File: config.mk
export PLATFORM = sky130hd
export DESIGN_NAME = adder_flex_pipe_flat
export DESIGN_NICKNAME = d
export VERILOG_FILES = /design/src/rtl/adder_flex_pipe_pkg.sv /design/src/rtl/adder_flex_pipe_if.sv /design/src/rtl/adder_flex_pipe_stage.sv /design/src/rtl/adder_flex_pipe.sv /design/src/flat_wrapper.sv
export SDC_FILE = /design/constraint.sdc
export NUM_CORES = 1
export LEC_CHECK = 0
export CELL_PAD_IN_SITES_DETAIL_PLACEMENT = 1
export CELL_PAD_IN_SITES_GLOBAL_PLACEMENT = 2
export CORE_MARGIN = 1
export CORE_UTILIZATION = 31
export DETAILED_ROUTE_END_ITERATION = 10
export PLACE_DENSITY = 0.84
export SLEW_MARGIN = 20
export SYNTH_ARGS = -nofsm -noshare
export SYNTH_HDL_FRONTEND = slang
export SYNTH_SLANG_ARGS = --single-unit
File: constraint.sdc
create_clock -name i_clk -period 2.9 [get_ports i_clk]
set_input_delay 0.29 -clock i_clk [delete_from_list [all_inputs] [get_ports i_clk]]
set_output_delay 0.29 -clock i_clk [all_outputs]
set_load 0.01 [all_outputs]
File: src/rtl/adder_flex_pipe_pkg.sv
// rtl/adder_flex_pipe_pkg.sv - shared constants, mode type and stage-partition helpers
package adder_flex_pkg;

  localparam int GROUP_W = 4;

  typedef enum logic {
    ADD = 1'b0,
    SUB = 1'b1
  } adder_mode_e;

  function automatic int groups(input int width);
    return (width + GROUP_W - 1) / GROUP_W;
  endfunction

  function automatic int groups_per_stage(input int width, input int stages);
    return (groups(width) + stages - 1) / stages;
  endfunction

  // Bit range of stage k: whole CLA groups, last stage clipped to the operand width
  function automatic int stage_lo(input int width, input int stages, input int k);
    return k * groups_per_stage(width, stages) * GROUP_W;
  endfunction

  function automatic int stage_hi(input int width, input int stages, input int k);
    int top;
    top = (k + 1) * groups_per_stage(width, stages) * GROUP_W;
    return ((top < width) ? top : width) - 1;
  endfunction

endpackage

File: src/rtl/adder_flex_pipe_if.sv
// rtl/adder_flex_pipe_if.sv - operand/result handshake bundle for adder_flex_pipe
interface adder_flex_pipe_if #(
  parameter int WIDTH = 15
);
  import adder_flex_pkg::*;

  logic             i_valid;
  logic             o_ready;
  logic [WIDTH-1:0] i_a;
  logic [WIDTH-1:0] i_b;
  logic             i_cin;
  logic             i_sub;
  logic             o_valid;
  logic             i_ready;
  logic [WIDTH-1:0] o_s;
  logic             o_cout;
  logic             o_ovf;

  modport slave (
    input  i_valid, i_a, i_b, i_cin, i_sub, i_ready,
    output o_ready, o_valid, o_s, o_cout, o_ovf
  );

  modport master (
    output i_valid, i_a, i_b, i_cin, i_sub, i_ready,
    input  o_ready, o_valid, o_s, o_cout, o_ovf
  );

endinterface

File: src/rtl/adder_flex_pipe_stage.sv
// rtl/adder_flex_pipe_stage.sv - combinational slice adder: ripple of 4-bit CLA groups
module adder_flex_stage
  import adder_flex_pkg::*;
#(
  parameter int SLICE_W = 8
) (
  input  logic [SLICE_W-1:0] a,
  input  logic [SLICE_W-1:0] b,
  input  logic               cin,
  output logic [SLICE_W-1:0] s,
  output logic               cout,
  output logic               cmsb
);

  logic [SLICE_W-1:0] p;
  logic [SLICE_W-1:0] g;
  logic [SLICE_W-1:0] c;
  logic               bc;
  logic               gg;
  logic               gp;
  logic               gcar;

  assign p = a ^ b;
  assign g = a & b;

  // Bit carries ripple inside a group; group carry-out uses group G/P lookahead
  always_comb begin
    c    = '0;
    gcar = cin;
    bc   = cin;
    gg   = 1'b0;
    gp   = 1'b1;
    for (int i = 0; i < SLICE_W; i++) begin
      c[i] = bc;
      bc   = g[i] | (p[i] & bc);
      gg   = g[i] | (p[i] & gg);
      gp   = gp & p[i];
      if ((i % GROUP_W == GROUP_W - 1) || (i == SLICE_W - 1)) begin
        gcar = gg | (gp & gcar);
        bc   = gcar;
        gg   = 1'b0;
        gp   = 1'b1;
      end
    end
  end

  assign s    = p ^ c;
  assign cout = gcar;
  assign cmsb = c[SLICE_W-1];

endmodule

File: src/rtl/adder_flex_pipe.sv
// rtl/adder_flex_pipe.sv - pipelined add/subtract unit with valid/ready backpressure
module adder_flex_pipe
  import adder_flex_pkg::*;
#(
  parameter int WIDTH  = 15,
  parameter int STAGES = 2
) (
  input logic          i_clk,
  input logic          i_rst_n,
  adder_flex_pipe_if.slave bus
);

  localparam int Q    = groups(WIDTH);
  localparam int G    = groups_per_stage(WIDTH, STAGES);
  localparam int LAST = STAGES - 1;

  if (WIDTH < 1) begin : g_chk_width
    $error("adder_flex_pipe: WIDTH must be at least 1");
  end
  if (STAGES < 1 || (STAGES - 1) * G >= Q) begin : g_chk_stages
    $error("adder_flex_pipe: STAGES leaves a stage without CLA groups");
  end

  adder_mode_e      mode;
  logic [WIDTH-1:0] b_eff;
  logic             cin_eff;

  assign mode    = adder_mode_e'(bus.i_sub);
  assign b_eff   = (mode == SUB) ? ~bus.i_b : bus.i_b;
  assign cin_eff = bus.i_cin ^ (mode == SUB);

  logic [STAGES-1:0] valid_q;
  logic [STAGES-1:0] load;
  logic              valid_d [STAGES];
  logic [WIDTH-1:0]  s_q     [STAGES];
  logic [WIDTH-1:0]  s_d     [STAGES];
  logic [WIDTH-1:0]  a_q     [STAGES];
  logic [WIDTH-1:0]  a_d     [STAGES];
  logic [WIDTH-1:0]  b_q     [STAGES];
  logic [WIDTH-1:0]  b_d     [STAGES];
  logic              c_q     [STAGES];
  logic              c_d     [STAGES];
  logic              cmsb_w  [STAGES];
  logic              cmsb_q;

  // A stage takes new content when empty or when its own content moves on
  always_comb begin
    load       = '0;
    load[LAST] = !valid_q[LAST] || bus.i_ready;
    for (int k = LAST - 1; k >= 0; k--) begin
      load[k] = !valid_q[k] || load[k+1];
    end
  end

  for (genvar k = 0; k < STAGES; k++) begin : g_stage
    localparam int LO = stage_lo(WIDTH, STAGES, k);
    localparam int HI = stage_hi(WIDTH, STAGES, k);
    localparam int SW = HI - LO + 1;

    logic [WIDTH-1:0] a_src;
    logic [WIDTH-1:0] b_src;
    logic [WIDTH-1:0] s_src;
    logic             c_src;
    logic             v_src;
    logic [SW-1:0]    sum;
    logic             cout;
    logic             cmsb;
    logic [WIDTH-1:0] s_merge;

    if (k == 0) begin : g_head
      assign a_src = bus.i_a;
      assign b_src = b_eff;
      assign s_src = '0;
      assign c_src = cin_eff;
      assign v_src = bus.i_valid;
    end else begin : g_body
      assign a_src = a_q[k-1];
      assign b_src = b_q[k-1];
      assign s_src = s_q[k-1];
      assign c_src = c_q[k-1];
      assign v_src = valid_q[k-1];
    end

    adder_flex_stage #(
      .SLICE_W(SW)
    ) u_stage (
      .a    (a_src[HI:LO]),
      .b    (b_src[HI:LO]),
      .cin  (c_src),
      .s    (sum),
      .cout (cout),
      .cmsb (cmsb)
    );

    always_comb begin
      s_merge        = s_src;
      s_merge[HI:LO] = sum;
    end

    assign s_d[k]     = s_merge;
    assign a_d[k]     = a_src;
    assign b_d[k]     = b_src;
    assign c_d[k]     = cout;
    assign valid_d[k] = v_src;
    assign cmsb_w[k]  = cmsb;
  end

  always_ff @(posedge i_clk or negedge i_rst_n) begin
    if (!i_rst_n) begin
      valid_q <= '0;
      cmsb_q  <= 1'b0;
      for (int k = 0; k < STAGES; k++) begin
        s_q[k] <= '0;
        a_q[k] <= '0;
        b_q[k] <= '0;
        c_q[k] <= 1'b0;
      end
    end else begin
      for (int k = 0; k < STAGES; k++) begin
        if (load[k]) begin
          valid_q[k] <= valid_d[k];
          s_q[k]     <= s_d[k];
          a_q[k]     <= a_d[k];
          b_q[k]     <= b_d[k];
          c_q[k]     <= c_d[k];
        end
      end
      if (load[LAST]) begin
        cmsb_q <= cmsb_w[LAST];
      end
    end
  end

  assign bus.o_ready = load[0];
  assign bus.o_valid = valid_q[LAST];
  assign bus.o_s     = s_q[LAST];
  assign bus.o_cout  = c_q[LAST];
  assign bus.o_ovf   = cmsb_q ^ c_q[LAST];

endmodule
File: src/flat_wrapper.sv
// flat-port wrapper written by rule: the top's interface ports become plain ports
module adder_flex_pipe_flat import adder_flex_pkg::*;
#(
  parameter int WIDTH  = 15,
  parameter int STAGES = 2
)
  (i_clk, i_rst_n, bus_i_valid, bus_i_a, bus_i_b, bus_i_cin, bus_i_sub, bus_i_ready, bus_o_ready, bus_o_valid, bus_o_s, bus_o_cout, bus_o_ovf);
  adder_flex_pipe_if #(.WIDTH(WIDTH)) bus_i ();
  input logic i_clk;
  input logic i_rst_n;
  input wire logic [$bits(bus_i.i_valid)-1:0] bus_i_valid;
  input wire logic [$bits(bus_i.i_a)-1:0] bus_i_a;
  input wire logic [$bits(bus_i.i_b)-1:0] bus_i_b;
  input wire logic [$bits(bus_i.i_cin)-1:0] bus_i_cin;
  input wire logic [$bits(bus_i.i_sub)-1:0] bus_i_sub;
  input wire logic [$bits(bus_i.i_ready)-1:0] bus_i_ready;
  output wire logic [$bits(bus_i.o_ready)-1:0] bus_o_ready;
  output wire logic [$bits(bus_i.o_valid)-1:0] bus_o_valid;
  output wire logic [$bits(bus_i.o_s)-1:0] bus_o_s;
  output wire logic [$bits(bus_i.o_cout)-1:0] bus_o_cout;
  output wire logic [$bits(bus_i.o_ovf)-1:0] bus_o_ovf;
  assign bus_i.i_valid = bus_i_valid;
  assign bus_i.i_a = bus_i_a;
  assign bus_i.i_b = bus_i_b;
  assign bus_i.i_cin = bus_i_cin;
  assign bus_i.i_sub = bus_i_sub;
  assign bus_i.i_ready = bus_i_ready;
  assign bus_o_ready = bus_i.o_ready;
  assign bus_o_valid = bus_i.o_valid;
  assign bus_o_s = bus_i.o_s;
  assign bus_o_cout = bus_i.o_cout;
  assign bus_o_ovf = bus_i.o_ovf;
  adder_flex_pipe #(.WIDTH(WIDTH), .STAGES(STAGES)) u_core (.i_clk(i_clk), .i_rst_n(i_rst_n), .bus(bus_i));
endmodule
==> run summary <==
After clock tree synthesis, the flow added hold-fix buffers numbering 0. The first-pass GRT wire length is between 8 and 9 mm. The fmax is 362 MHz. STA classifies the critical path endpoint as a register. The final wirelength is 5.20 mm. Data on the critical path is required at its endpoint by 3.11 ns. For this block, the initial DRC count from the detailed router was between 80 and 90. After detailed routing, the average wire length per cell comes to 13.5 um. The static leakage power is 1.47 nW. The placed standard-cell area is 3020 sq um. The y dimension of the die came out at 89.3 um.

The final design instance area without fill came out at 3130 sq um. The post-synthesis cell count came out at approximately 230. Entering global routing, the biggest net connects 43 pins. The final design utilization came out at 42.9%.

The fraction of post-synthesis cell area in the top cell type by area came out at 44.5%. The register area share after synthesis is 44.5%. The multiplexer fraction of the synthesized cell area is 3.92%. For the pin with the worst max-slew slack, the measured transition is 0.948 ns. The synthesized netlist devotes 9.11% of its cell area to compound gates. The area growth from synthesis to final layout came out at 32.5%.

The placed wire-length estimate after detailed placement came out at roughly 4.1 mm. The number of clock buffers inserted by TritonCTS is 5. The cell taking the most area after synthesis is sky130_fd_sc_hd__dfrtp_1.

The average instance in the mapped netlist occupies 10.4 sq um. The worst IR drop on VDD is approximately 190 uV. The clock tree buffer depth is 2.

The count of final max-slew check failures is 0. The deepest level of the CTS H-tree is 2. At the end of routability-driven placement, the weighted congestion stood at between 0.7 and 0.8.

The detail-routed via count per cell came out at 4.42. The number of routed nets with antenna violations is 0. STA classifies the critical path startpoint as an input port. Before CTS, the worst setup slack after placement is -0.367 ns. The floorplan die width came out at roughly 89 um. The fraction of met3 tracks used by global routing is 2.31%.

After floorplanning, the core was divided into 31 placement rows. Among all flip-flop cells after synthesis, the most frequent one is sky130_fd_sc_hd__dfrtp_1. The number of hold-slack violations in the final timing report came out at 0. The via count came out at 1706. The number of buffers inserted by port buffering came out at 54.

The post-synthesis register bit count came out at 42. The run finished with clean final reports. The overall die area came out at approximately 8000 sq um. The fraction of the mapped netlist area in simple logic gates is between 10% and 20%. By area, the combinational part of the netlist is dominated by adder cells. The number of enable flip-flop cells after synthesis came out at 0.

The worst relative slew slack came out at 36.8%. The count of unresolved DRC violations after routing came out at 0. The layer carrying the most global-route usage is met2. Summing the areas of all fa, ha and maj instances in the mapped netlist gives ~17% of the synthesized area. The residual overflow from global routing is 0. The count of warnings emitted by yosys is 0.

The global routing usage summed across all routing layers is 14.7%. The smallest clock period supported by the final layout is computed as 2.76 ns. At the later pin of the worst-skew pair, clock insertion delay measures between 0.2 and 0.3 ns. The final layout contains 349 nets. The worst setup path is of the input port to register kind. The largest fanout on the critical path came out at 2.

Clock tree synthesis selected as its root buffer the cell sky130_fd_sc_hd__clkbuf_8. The post-synthesis net count is 289. The clock-pin slew on the worst setup and hold paths is 0.07 ns.

Setup slack on the critical path of the routed design comes to 0.136 ns. Ranked by total cell area, the synthesized netlist is headed by sky130_fd_sc_hd__dfrtp_1 (45%), sky130_fd_sc_hd__fa_1 (9.3%), sky130_fd_sc_hd__ha_1 (7.9%), sky130_fd_sc_hd__nand2_1 (6.8%), sky130_fd_sc_hd__xor2_1 (4.8%). The post-route netlist has a little under a tenth of its cells at a drive strength greater than 1.

The worst min-delay path category is input port to asynchronous set/reset pin. The met1 usage in global routing is about a fifth. The max-cap violation count is 0. The post-synthesis share of cell area spent on xor and xnor gates is 8.11%. Setup repair after global routing left no endpoint under its margin. The number of detailed-route iterations in the first pass is 4. In this run the post-CTS setup repair buffer count came out at 0.

The number of gates given a new drive strength after cts is 1. The TritonCTS sink count came out at 42. The initial utilization of the core area, before any placement, comes to between 30% and 40%. The number of antenna violations at the first check in global routing came out at 0. The worst setup skew after layout is 0.00391 ns. Hold timing on the final database bottoms out at a slack of 0.149 ns.

The via count of the first global-routing pass came out at 1745. The area of the mapped netlist is around 2400 sq um. For the worst setup path, the data arrival time is 2.97 ns. After synthesis, the share of flip-flops with an asynchronous set or reset is 100%. The number of different library cells used by synthesis comes to 29.

In this run the power density over the cells is 638 nW/um^2. The I/O pin count came out at 55. Setup violations remaining at the end of the flow were counted as 0.

The final critical-path share of the clock period came out at 95.3%. The number of antenna cells inserted came out at 0. For met2 alone, demand over resource in global routing was around a quarter.

The core region is 7290 sq um. TritonCTS built the clock tree.
[synthesized netlist by cell type (4+ instances only)]
cell and n:
sky130_fd_sc_hd__nand2_1 43, sky130_fd_sc_hd__dfrtp_1 42, sky130_fd_sc_hd__a21oi_1 21, sky130_fd_sc_hd__inv_1 19, sky130_fd_sc_hd__nor2_1 16, sky130_fd_sc_hd__ha_1 15
sky130_fd_sc_hd__xor2_1 13, sky130_fd_sc_hd__fa_1 11, sky130_fd_sc_hd__xnor2_1 7, sky130_fd_sc_hd__o21ai_0 6, sky130_fd_sc_hd__mux2_4 4
[flip-flops by register name (all words and copies together) (netlist names)]
register / flops
u_core.valid_q: 2
u_core.g_stage.a_src: 7
u_core.bus.o_cout: 1
u_core.bus.o_s: 15
u_core.g_stage.s_src: 8
u_core.g_stage.b_src: 7
u_core.g_stage.c_src: 1
u_core.cmsb_q: 1
[metal layers]
metal,wire length [um],share of wire [%],vias to the layer above
li1,-,-,845
met3,183,3.5,4
met5,0,0,-
met1,2440,47,821
met4,68,1.3,0
met2,2500,48,36
[critical path, stage by stage]
cell and delay, ns:
sky130_fd_sc_hd__clkdlybuf4s50_1 0.41, sky130_fd_sc_hd__xor2_1 0.16, sky130_fd_sc_hd__ha_1 0.31, sky130_fd_sc_hd__nand2_1 0.05, sky130_fd_sc_hd__o21ai_1 0.14, sky130_fd_sc_hd__a31oi_1 0.14, sky130_fd_sc_hd__fa_1 0.39, sky130_fd_sc_hd__fa_1 0.39
sky130_fd_sc_hd__fa_1 0.39, sky130_fd_sc_hd__xor2_1 0.15, sky130_fd_sc_hd__a21oi_1 0.15
[kinds of logic (layout without fill, tap and decap cells)]
logic type / Yosys count / after routing
buffers and inverters: 29 / 89
DFF: 42 / 42
adders and majority gates: 26 / 26
xor gates and xnor gates: 21 / 21
and+or+nand+nor: 64 / 64
muxes: 7 / 7
AOI/OAI and AO/OA: 38 / 38
[power by group]
| group | switching, mW | total (mW) | internal, mW |
|---|---|---|---|
| registers | 0.0931 | 0.824 | 0.731 |
| clock network | 0.191 | 0.467 | 0.275 |
| logic | 0.320 | 0.705 | 0.385 |
[layout by cell type (no fill, tap or decap), drive strengths merged, types with 2 or more instances in the layout]
cell type and n:
clkdlybuf4s50 52, nand2 44, dfrtp 42, a21oi 21
inv 19, nor2 16, ha 15, xor2 13
fa 11, buf 10, xnor2 8, o21ai 8
clkbuf 6, mux2 6, a21o 3, a31oi 2
nand2b 2
[metrics by stage]
step                cells  power, mW  setup TNS [ns]
finish                386       2.00               0
global route          386       2.14               0
CTS                   386       2.02               0
detailed placement    379       1.55          -0.880
global placement      379       1.52          -0.526
floorplan             227       1.19               0
[final timing paths]
kind	to	cells past startpoint	from	slack [ns]
min in group i_clk	u_core.bus.o_s[1]	2	u_core.bus.o_s[1]	0.47
max in group asynchronous	u_core.g_stage[1].s_src[1]	1	i_rst_n	2.16
setup reg to reg	u_core.bus.o_s[14]	10	u_core.g_stage[1].b_src[8]	0.36
hold / removal	u_core.g_stage[1].a_src[10]	1	i_rst_n	0.15
setup / recovery	u_core.g_stage[1].s_src[7]	11	bus_i_b[1]	0.14
hold reg to reg	u_core.bus.o_s[1]	2	u_core.bus.o_s[1]	0.47
[layout make-up]
class	instances	area [sq um]
multi-input combinational	156	1170
tap	99	124
fill	862	4160
timing repair buffer	63	602
clock buffer	6	82.6
sequential	42	1050
inverter	19	71.3
clock inverter	1	30.0
(Power assumes the default switching activity.)
==> edit 1, RTL diff (same flow settings) <==
`WIDTH` is set to 15 in 3 places; all go to 30.
--- a/src/rtl/adder_flex_pipe_if.sv
+++ b/src/rtl/adder_flex_pipe_if.sv
@@ -1,6 +1,6 @@
 // rtl/adder_flex_pipe_if.sv - operand/result handshake bundle for adder_flex_pipe
 interface adder_flex_pipe_if #(
-  parameter int WIDTH = 15
+  parameter int WIDTH = 30
 );
   import adder_flex_pkg::*;
 
--- a/src/rtl/adder_flex_pipe.sv
+++ b/src/rtl/adder_flex_pipe.sv
@@ -2,7 +2,7 @@
 module adder_flex_pipe
   import adder_flex_pkg::*;
 #(
-  parameter int WIDTH  = 15,
+  parameter int WIDTH  = 30,
   parameter int STAGES = 2
 ) (
   input logic          i_clk,
--- a/src/flat_wrapper.sv
+++ b/src/flat_wrapper.sv
@@ -1,7 +1,7 @@
 // flat-port wrapper written by rule: the top's interface ports become plain ports
 module adder_flex_pipe_flat import adder_flex_pkg::*;
 #(
-  parameter int WIDTH  = 15,
+  parameter int WIDTH  = 30,
   parameter int STAGES = 2
 )
   (i_clk, i_rst_n, bus_i_valid, bus_i_a, bus_i_b, bus_i_cin, bus_i_sub, bus_i_ready, bus_o_ready, bus_o_valid, bus_o_s, bus_o_cout, bus_o_ovf);
Interface: changed (resized bus_i_a, bus_i_b and bus_o_s); port bits go from 55 to 100. The function was not compared with the original's and may differ.
==> edit 1 against the unedited design <==
- the run now ends with hold timing left
- die area rose by 88%
- area after synthesis rose by 90%
- count of clock-buffer cells in the layout rose by 7
- routed wire length rose by 110%
- sequential share of layout area fell by 2.6 points
- design area rose by 100%
- sequential cell count rose by 37
- sequential power rose by 94%
- setup slack got worse by 0.026 ns
- power rose by 110%
- largest cell class unchanged
==> edit 1: results (changes against the unedited design) <==
share of post-route cells with drive strength above 1=22.59% (+14 points); status=finished with violations; multi-input gate count=263 (+69%); Iter 0 DRT Violations=133 (+62%); placed cells=677 (+79%); Sink Count=79 (+88%); CTS root buf=clkbuf_16; Leakage=0.002837 uW (+92%); final net count=633 (+81%); failing checks=hold timing; nonclk inv count=30 (+11); CP max-delay cell=fa_2; vias in the first global route=3562 (+100%); slowest stage delay, CP=0.53 ns (+0.12 ns); global-route wire length before repair=17.44 mm (+100%); Worst-Skew Late Latency=0.34 ns (+0.05 ns); final instance area=6385 sq um (+100%); sw frac=30.36% (+0.075 points); Tot GR Track Use=15.51% (+0.78 points); FILL cells=1491 (+73%); buffering overhead=20.83% (+1.6 points); total CTS buffers=9 (+4); largest net degree at the start of global routing=80 (+86%); Post-Place Setup Slack=-0.3340 ns (+0.03304 ns); clock buffers=13 (+7); worst r2r path cells=8 (-2); Worst slew margin=36.38% (-0.44 points); hpwl dp=8.182 mm (+100%); Fin. Hold Viols=3 (+3); RR Endpoint=u_core.bus.o_s[26]$_DFFE_PN0P_; worst reg-to-reg setup slack=0.11 ns (-0.25 ns); multi-input combinational area share=38.76% (+1.4 points); Critical Path Start=bus_i_a[6]; final hold slack=-0.004409 ns (-0.1533 ns); mux cell area share after synthesis=10.03% (+6.1 points); r2r startpoint=u_core.g_stage[1].b_src[16]$_DFFE_PN0P_; xor/xnor share of the synthesized area=8.215% (+0.11 points); CP arrival=3.01 ns (+0.04 ns); Post-Place Cell Area=5892 sq um (+95%); Synth Instances=388 (+71%); Buffers, non-clock=132 (+110%)
edit 1: changes by cell type after synthesis, sizes merged, moves of 5 or more:
cell	delta
inv	+11
fa	+11
xnor2	+11
nor2	+21
ha	+15
nand2	-35
buf	+5
dfrtp	+37
xor2	+8
mux2	+34
a21oi	+25
edit 1: power groups by stage:
stage          Sequential [uW]  Clock (uW)  Combinational (uW)
2_1_floorplan             1670           0                 699
3_3_place_gp              1610           0                1520
3_5_place_dp              1620           0                1570
4_1_cts                   1610        1070                1600
5_1_grt                   1650        1100                1790
6_report                  1600        1030                1620
edit 1: layer usage:
metal	wire length, um	vias to the layer above	global-route usage [%]	share of wire (%)
met5	0	-	0	0
met2	5931	67	27.42	53
met3	446	10	3.020	4.0
met1	4567	1633	18.11	41
li1	-	1542	-	-
met4	191	0	6.860	1.7
edit 1: timing repair:
action,in CTS,in global routing
pin swaps,8,32
buffers inserted,1,6
setup endpoints to repair,4,9
resized for setup,4,32
==> edit 2, RTL diff (config.mk and constraints unchanged) <==
Without the edit above. Put a register stage on the output `bus.o_ovf`. The value now appears one clock later.
--- a/src/rtl/adder_flex_pipe.sv
+++ b/src/rtl/adder_flex_pipe.sv
@@ -135,6 +135,8 @@
   assign bus.o_valid = valid_q[LAST];
   assign bus.o_s     = s_q[LAST];
   assign bus.o_cout  = c_q[LAST];
-  assign bus.o_ovf   = cmsb_q ^ c_q[LAST];
+  always_ff @(posedge i_clk) begin
+    bus.o_ovf <= cmsb_q ^ c_q[LAST];
+  end
 
 endmodule
Behaviour: not the same (Yosys sat finds a counterexample within 4 cycles, from zero or initial values and one cycle with i_rst_n low).
==> edit 2 against the unedited design <==
- area after synthesis increased by 0.85%
- design area increased by 0.16%
- sequential cell count increased by 1
- final cell count increased by 0.78%
- power decreased by 4.8%
- die area increased by 0.83%
- non-clock buffer count increased by 1
- setup slack improved by 0.0039 ns
- routed wire length decreased by 4.7%
- combinational power decreased by 2%
- count of clock-buffer cells in the layout increased by 1
- register-to-register slack got worse by 0.04 ns
- critical endpoint unchanged
==> edit 2: results (changes against the unedited design) <==
DR WL/cell=12.74 um (-5.4%); multi-input combinational area share=37.52% (+0.18 points); die width=89.64 um (+0.41%); multi-input gate count=156 (unchanged); worst vdd ir=0.1672 mV (-11%); CTS root buf=clkbuf_8; seq_cells=43 (+2.4%); Int Power=1303 uW (-6.3%); synth top area cells=dfrtp_1 44%, fa_1 9.2%, ha_1 7.9%, nand2_1 6.8%, xor2_1 4.8%; Clk pwr share=19.2% (-4.2 points); Iter 0 DRT Violations=66 (-20%); Seq/Total Area, Yosys=44.98% (+0.47 points); area growth from synthesis to layout=31.63%; skew final=0.008418 ns (+0.004507 ns); placed cells=381 (+0.53%); Tot GR Track Use=13.95% (-0.78 points); FILL cells=834 (-3.2%); Unique masters post-synth=30 (+3.4%); Vias/cell=4.365 (-1.2%); post_cts resized=0 (-1); Buffers, non-clock=64 (+1.6%); Final TNS setup=0 ns (unchanged); # port buffers=54 (unchanged); Avg Cell Area, Syn=10.44 sq um (+0.41%); Layout Cells excl Fill=389 (+0.78%); htree depth=2 (unchanged); Leakage=0.001469 uW (-0.37%); sequential share of cell area=34.17% (+0.59 points); net count after synthesis=290 (+0.35%); buffering overhead=19.48% (+0.25 points); CP arrival=2.98 ns (about the same); Post-Place Cell Area=3045 sq um (+0.91%); Max FO, Critical Path=6 (+4); GPL Wtd Cong=0.7675 (+4.8%); vias in the first global route=1766 (+1.2%); final net count=351 (+0.57%); ys async rst share=97.67% (-2.3 points); Clock-cell share=2.595% (-1.0 points); status=complete, no violations; Seq pwr share=44.5% (+3.2 points); share of post-route cells with drive strength above 1=10.00% (+0.94 points); Slew @ Worst Pin=0.9210 ns (-0.02663 ns); global-route wire length before repair=8.342 mm (-3.7%); hpwl dp=3.849 mm (-6.1%); clock buffers=7 (+1); nonclk inv count=19 (unchanged)
-- edit 2: stage by stage --
| step | worst slack, ns | power, uW |
|---|---|---|
| 6_report | 0.1400 | 1900 |
| 5_1_grt | 0.02900 | 2056 |
| 4_1_cts | 0.0001161 | 1938 |
| 3_5_place_dp | -0.3156 | 1560 |
| 3_3_place_gp | -0.2533 | 1535 |
| 2_1_floorplan | 0.08878 | 1210 |
-- edit 2: final timing paths --
kind,startpoint,to,slack [ns],cells past startpoint
worst min-delay path,i_rst_n,u_core.g_stage[1].a_src[8]$_DFFE_PN0P_,0.13,1
worst max-delay path,bus_i_sub,u_core.g_stage[1].s_src[7]$_DFFE_PN0P_,0.14,12
worst max register to register,u_core.g_stage[1].b_src[8]$_DFFE_PN0P_,u_core.bus.o_s[14]$_DFFE_PN0P_,0.32,10
max in group asynchronous,i_rst_n,u_core.g_stage[1].s_src[0]$_DFFE_PN0P_,2.19,1
min in group i_clk,u_core.bus.o_s[12]$_DFFE_PN0P_,u_core.bus.o_s[12]$_DFFE_PN0P_,0.46,2
worst min register to register,u_core.bus.o_s[12]$_DFFE_PN0P_,u_core.bus.o_s[12]$_DFFE_PN0P_,0.46,2
-- edit 2: per-layer routing --
metal / up-vias / GRT usage, % / share of wire, %
met5: - / 0 / 0
met4: 0 / 5.195 / 1.7
met3: 6 / 2.102 / 3.4
met2: 35 / 22.59 / 47
met1: 810 / 18.98 / 48
li1: 847 / - / -
-- edit 2: kinds of logic after synthesis --
kind of cell               synth area share, %
adders and majority gates                17.13
AOI/OAI and AO/OA                        9.039
xor gates and xnor gates                 8.040
muxes                                    3.889
buffers and inverters                    5.938
and+or+nand+nor                          10.98
DFF                                      44.98
